--- src/rtl/uart_rx_cfg.sv ---
// Parametrised UART receiver: configurable data width, parity mode and stop-bit count, majority-voted sampling.
// Latency: valid pulses about BIT_TICKS*(DATA_W+P+STOP_BITS) + (BIT_TICKS-MID) + 3 cycles after the start edge.
// No backpressure: each frame yields a one-cycle valid pulse; rx_data and the error flags hold until the next one.
module uart_rx_cfg #(
    parameter int FCLK      = 100000000,
    parameter int BAUD      = 115200,
    parameter int DATA_W    = 8,
    parameter int PARITY    = 0,
    parameter int STOP_BITS = 1
) (
    input  logic              clk,
    input  logic              rst_n,
    input  logic              rx,
    output logic [DATA_W-1:0] rx_data,
    output logic              valid,
    output logic              parity_err,
    output logic              frame_err,
    output logic              break_det,
    output logic              idle
);

    localparam int BIT_TICKS = FCLK / BAUD;
    localparam int MID       = BIT_TICKS / 2;
    localparam int CW        = $clog2(BIT_TICKS);
    localparam int IW        = $clog2(DATA_W);

    typedef logic [CW-1:0] cnt_t;
    typedef logic [IW-1:0] idx_t;

    localparam cnt_t CNT_TOP  = cnt_t'(BIT_TICKS - 1);
    localparam cnt_t CNT_HI   = cnt_t'(MID + 1);
    localparam cnt_t CNT_MID  = cnt_t'(MID);
    localparam cnt_t CNT_LO   = cnt_t'(MID - 1);
    localparam idx_t IDX_LAST = idx_t'(DATA_W - 1);

    typedef enum logic [2:0] {
        S_IDLE,
        S_START,
        S_DATA,
        S_PARITY,
        S_STOP,
        S_WAIT_HIGH
    } state_t;

    state_t            state;
    logic              sync1;
    logic              rx_s;
    logic              rx_d;
    cnt_t              cnt;
    cnt_t              tick_next;
    logic              at_zero;
    logic              decide;
    logic              s_hi;
    logic              s_mid;
    logic              vote;
    idx_t              bit_idx;
    logic              stop_idx;
    logic              last_stop;
    logic [DATA_W-1:0] shreg;
    logic              par_bit;
    logic              ferr;
    logic              par_calc;
    logic              pe_now;
    logic              brk_par_ok;
    logic              fe_now;

    // Two-flop synchroniser plus one delay stage for falling-edge detection; idle line is high.
    always_ff @(posedge clk or negedge rst_n) begin
        if (!rst_n) begin
            sync1 <= 1'b1;
            rx_s  <= 1'b1;
            rx_d  <= 1'b1;
        end else begin
            sync1 <= rx;
            rx_s  <= sync1;
            rx_d  <= rx_s;
        end
    end

    // Capture the first two of the three mid-bit samples; the third is taken live at the decision count.
    always_ff @(posedge clk or negedge rst_n) begin
        if (!rst_n) begin
            s_hi  <= 1'b1;
            s_mid <= 1'b1;
        end else begin
            if (cnt == CNT_HI) begin
                s_hi <= rx_s;
            end
            if (cnt == CNT_MID) begin
                s_mid <= rx_s;
            end
        end
    end

    assign at_zero   = (cnt == '0);
    assign tick_next = at_zero ? CNT_TOP : (cnt - cnt_t'(1));
    assign decide    = (cnt == CNT_LO);
    assign vote      = (s_hi & s_mid) | (s_hi & rx_s) | (s_mid & rx_s);
    assign last_stop = (STOP_BITS == 1) ? 1'b1 : stop_idx;

    // Even parity wants an even count of ones over data+parity; odd wants an odd count.
    assign par_calc   = (^shreg) ^ par_bit;
    assign pe_now     = (PARITY == 0) ? 1'b0 : ((PARITY == 1) ? par_calc : ~par_calc);
    assign brk_par_ok = (PARITY == 0) ? 1'b1 : ~par_bit;
    assign fe_now     = ferr | ~vote;

    // Frame FSM: bit timing, shifting, error accumulation and registered frame outputs.
    always_ff @(posedge clk or negedge rst_n) begin
        if (!rst_n) begin
            state      <= S_IDLE;
            idle       <= 1'b1;
            cnt        <= '0;
            bit_idx    <= '0;
            stop_idx   <= 1'b0;
            shreg      <= '0;
            par_bit    <= 1'b0;
            ferr       <= 1'b0;
            rx_data    <= '0;
            valid      <= 1'b0;
            parity_err <= 1'b0;
            frame_err  <= 1'b0;
            break_det  <= 1'b0;
        end else begin
            valid <= 1'b0;
            case (state)
                S_IDLE: begin
                    if (rx_d && !rx_s) begin
                        cnt      <= CNT_TOP;
                        bit_idx  <= '0;
                        stop_idx <= 1'b0;
                        shreg    <= '0;
                        par_bit  <= 1'b0;
                        ferr     <= 1'b0;
                        state    <= S_START;
                        idle     <= 1'b0;
                    end
                end
                S_START: begin
                    cnt <= tick_next;
                    // A start bit that is high at mid-bit was only a glitch.
                    if (decide && vote) begin
                        state <= S_IDLE;
                        idle  <= 1'b1;
                    end else if (at_zero) begin
                        state <= S_DATA;
                    end
                end
                S_DATA: begin
                    cnt <= tick_next;
                    if (decide) begin
                        shreg <= {vote, shreg[DATA_W-1:1]};
                    end
                    if (at_zero) begin
                        if (bit_idx == IDX_LAST) begin
                            state <= (PARITY != 0) ? S_PARITY : S_STOP;
                        end else begin
                            bit_idx <= bit_idx + idx_t'(1);
                        end
                    end
                end
                S_PARITY: begin
                    cnt <= tick_next;
                    if (decide) begin
                        par_bit <= vote;
                    end
                    if (at_zero) begin
                        state <= S_STOP;
                    end
                end
                S_STOP: begin
                    cnt <= tick_next;
                    if (decide) begin
                        if (last_stop) begin
                            // Finish at mid stop bit so a back-to-back start edge is not missed.
                            valid      <= 1'b1;
                            rx_data    <= shreg;
                            parity_err <= pe_now;
                            frame_err  <= fe_now;
                            break_det  <= fe_now && (shreg == '0) && brk_par_ok;
                            state      <= vote ? S_IDLE : S_WAIT_HIGH;
                            idle       <= vote;
                        end else if (!vote) begin
                            ferr <= 1'b1;
                        end
                    end else if (at_zero) begin
                        stop_idx <= 1'b1;
                    end
                end
                S_WAIT_HIGH: begin
                    // A held-low line must return high before a new start is accepted.
                    if (rx_s) begin
                        state <= S_IDLE;
                        idle  <= 1'b1;
                    end
                end
                default: begin
                    state <= S_IDLE;
                    idle  <= 1'b1;
                end
            endcase
        end
    end

endmodule

--- config.mk ---
export PLATFORM = sky130hd
export DESIGN_NAME = uart_rx_cfg
export DESIGN_NICKNAME = d
export VERILOG_FILES = /design/src/rtl/uart_rx_cfg.sv
export SDC_FILE = /design/constraint.sdc
export NUM_CORES = 1
export LEC_CHECK = 0
export ABC_CLOCK_PERIOD_IN_PS = 6900
export BUFFER_PORTS_ARGS = -buffer_cell sky130_fd_sc_hd__buf_2
export CAP_MARGIN = 40
export CORE_MARGIN = 5
export CORE_UTILIZATION = 61
export CTS_BUF_LIST = sky130_fd_sc_hd__clkbuf_2 sky130_fd_sc_hd__clkbuf_4 sky130_fd_sc_hd__clkbuf_8
export DETAILED_ROUTE_END_ITERATION = 8
export PLACE_DENSITY = 0.92
export SLEW_MARGIN = 20
export SYNTH_ARGS = -nofsm -noshare
export SYNTH_HDL_FRONTEND = slang
export SYNTH_SLANG_ARGS = --single-unit
--- constraint.sdc ---
create_clock -name clk -period 6.9 [get_ports clk]
set_clock_uncertainty 0.05 [all_clocks]
set_input_delay 0 -clock clk [delete_from_list [all_inputs] [get_ports clk]]
set_output_delay 0 -clock clk [all_outputs]
set_load 0.005 [all_outputs]
==> summary.md <==
| Metric | Value |
|---|---|
| Final min period | `2.674 ns` |
| Slew Limit Headroom | `51.04%` |
| R2R Path Start | `cnt[0]$_DFFE_PN0P_` |
| Seq/Total Area, Yosys | `50.03%` |
| Routed len/inst | `16.26 um` |
| Mapped Cells | `196` |
| Mean Syn Cell Area | `10.54 sq um` |
| Hold buffers post-CTS | `2` |
| Least-Margin Pin Slew | `0.7277 ns` |
| Initial antenna violation count | `0` |
| Design Power | `0.5635 mW` |
| Pwr Density | `248.1 nW/um^2` |
| ANT nets after route | `0` |
| Port Buffers | `14` |
| Tcrit/Tclk final | `38.75%` |
| Pint | `0.3766 mW` |
| Postcts setup bufs | `0` |
| RSZ-0062 raised after global routing | `no` |
| Largest net degree at the start of global routing | `26` |
| FF-to-FF path depth | `6` |
| Number of vias per cell | `6.263` |
| Hold crit path type | `in -> async` |
| Synthesized cell area | `2066 sq um` |
| Mapped Nets | `205` |
| Total negative setup slack | `0 ns` |
| Sink Count | `41` |
| # IOs | `16` |
| Placed cell count | `250` |
| Synth area leader | `dfrtp_1` |
| Clk Latency, worst-skew pair | `0.36 ns` |
| DRC viols | `0` |
| H-tree Lvls | `2` |
| Critical Path Slowest Stage Cell | `or4_1` |
| CTS tree | `built` |
| R2R Setup Slk | `4.23 ns` |
| Psw | `0.1869 mW` |
| Yosys synthesis warning count | `0` |
| Row cnt | `21` |
| Detailed placer's ending HPWL | `2984 um` |
| Most area-consuming cells after synthesis | `dfrtp_1 42%, dfstp_2 7.6%, mux2_2 6.5%` |
| Arr. time, crit path | `2.91 ns` |
| Placed instance area | `2192 sq um` |
| Outcome | `complete, no violations` |
| WP data required | `7.13 ns` |
| Final Core Density | `68.59%` |
| FMAX | `374.0 MHz` |
| Final hold viol count | `0` |
| Antenna cells | `0` |
| Setup violators final | `0` |
| Crit. End Element | `flop` |
| Count of pins over their slew limit | `0` |
| Reg clk slew, reported paths | `0.13 ns` |
| Post-CTS Resized | `0` |
| Static Leakage | `0.9950 nW` |
| EDFF count, synth | `0` |
| Distinct cells, synth | `51` |
| Compound-Gate Fraction of Synth Area | `12.42%` |
| Main combinational cell family by area after synthesis | `simple AND/OR/NAND/NOR gates` |
| Async SR Flop Fraction | `100.0%` |
| Clk network pwr share | `22.3%` |
| Total Routed Length | `4212 um` |
| TritonCTS Buffers | `5` |
| Starting DRT DRC Count | `124` |
| CP peak stage delay | `0.62 ns` |
| FF-to-FF End | `bit_idx[1]$_DFFE_PN0P_` |
| Crit-path max FO | `7` |
| Multi-input gate area | `955.9 sq um` |
| Most used DFF post-synth | `dfrtp_1` |
| Die Y | `68.20 um` |
| Fillers | `256` |
| Post-synthesis mux area share | `7.995%` |
| Peak supply drop | `0.0002165 V` |
| XOR/XNOR share of the synthesized area | `0%` |
| Post-Synth Simple-Gate Area | `21.56%` |
| Via Count | `1622` |
| Comb pwr share | `22.1%` |
| Critical path launch point type | `flop` |
| Vias in the first global route | `1574` |
| Pre-antenna DRT Iters | `5` |
| Top-count cell post-synth | `dfrtp_1` |
| Top cells by count, synth | `35 x dfrtp_1, 25 x nand2_1, 12 x mux2_2, 12 x o21ai_0, 8 x inv_1` |
| Setup crit start | `cnt[0]$_DFFE_PN0P_` |
| Area fraction of the dominant cell type after synthesis | `42.40%` |
| Placeable Area | `3311 sq um` |
| Synth Area in Adders | `4.119%` |
| Sequential share of power | `55.6%` |
| GP Congestion | `0.8567` |
| Aggregate global routing overflow | `0` |
| Die width | `68.20 um` |
| Synth Register Bits | `41` |
| Clock root cell | `clkbuf_4` |
| FF+latch area | `1033 sq um` |
| Global-route usage over all layers | `20.39%` |
| Switching share of power | `33.17%` |
| Fin cells | `259` |
| First-pass GRT wire length | `6955 um` |
| Crit Path Category | `reg -> reg` |
| Die footprint | `4651 sq um` |
| Layout cells sized above 1 | `23.94%` |
| Area grow syn2layout | `9.933%` |
| Initial Util | `62.40%` |
| Final net count | `222` |
| Max cap viols | `0` |
| Cell area after layout | `2271 sq um` |
| CP Cell Sequence | `inv_1 > ha_1 > or3b_1 > or4_1 > nor4_4 > mux2i_1` |
| CTS max path bufs | `2` |
[state kept, by name, summed over array words and instances, names as in the netlist]
register / count
s_hi: 1
idle: 1
frame_err: 1
rx_data: 8
valid: 1
bit_idx: 3
shreg: 8
state: 3
break_det: 1
sync1: 1
rx_s: 1
cnt: 10
rx_d: 1
s_mid: 1
[metrics by stage]
step | setup slack [ns] | hold slack [ns]
global route | 4.119 | 0.06018
floorplan | 4.577 | -0.3456
finish | 4.226 | 0.04086
global placement | 4.132 | 0.05489
detailed placement | 4.294 | -0.08713
CTS | 4.266 | 0.05368
[power by group through the flow]
stage,Sequential (mW),Clock [mW],Combinational [mW]
after floorplan,0.303,0,0.0959
after global placement,0.314,0,0.114
final,0.313,0.126,0.124
after detailed placement,0.317,0,0.122
after CTS,0.312,0.127,0.125
after global routing,0.319,0.135,0.141
[cell usage in the layout, fill, tap and decap left out, types with 2 or more instances in the layout]
cell type       n
dlygate4sd3_1   2
nor4_1          7
o211ai_1        2
nor2_1          6
or4_1           6
o21ai_0        12
mux2i_1         3
nand4_1         2
a31oi_1         2
dfrtp_1        35
dfstp_2         6
clkbuf_4        5
o2111ai_1       2
o311ai_0        2
o211a_1         2
nand2b_1        4
nand2_1        25
mux2_2         12
o31ai_1         3
buf_2          16
ha_1            6
inv_1           8
nor3_1          5
nand3_1         7
or4b_2          2
nor2b_1         2
[metal layers]
layer	share of wire, %	up-vias	global-route usage, %
li1	-	757	-
met1	43	789	25.99
met2	48	63	32.25
met3	6.2	13	5.419
met4	2.2	0	9.677
met5	0	-	0
[area by class of cell]
type	instances	area share, %
sequential	41	45.51
inverter	8	1.322
tap	46	2.534
multi-input combinational	137	42.09
clock inverter	1	0.3306
clock buffer	6	2.259
timing repair buffer	20	5.950
[how the worst max path moves through the flow]
stage | cells past startpoint | to | slack [ns]
after floorplan | 8 | bit_idx[0]$_DFFE_PN0P_ | 4.58
after global placement | 4 | rx_data[4]$_DFFE_PN0P_ | 4.13
after detailed placement | 6 | bit_idx[1]$_DFFE_PN0P_ | 4.29
after CTS | 6 | bit_idx[1]$_DFFE_PN0P_ | 4.27
after global routing | 6 | bit_idx[2]$_DFFE_PN0P_ | 4.12
final | 6 | bit_idx[1]$_DFFE_PN0P_ | 4.23
[worst max-delay path: cells and delay by family, from the launching register on]
kind	cells	cell delay, ns
fa+ha+maj	1	0.21
buf+inv	1	0.15
flops	1	0.46
mux	1	0.22
simple gates	3	1.50
[cells by family (layout without fill, tap and decap cells)]
family                   Yosys count  count (layout)
AO/OA/AOI/OAI                     37              37
other                              1               1
multiplexers                      15              15
AND/OR/NAND/NOR                   77              77
adder cells (fa/ha/maj)            7               7
flip-flops                        41              41
buffers and inverters             18              35
No activity file was read; power rests on OpenSTA's default activity.
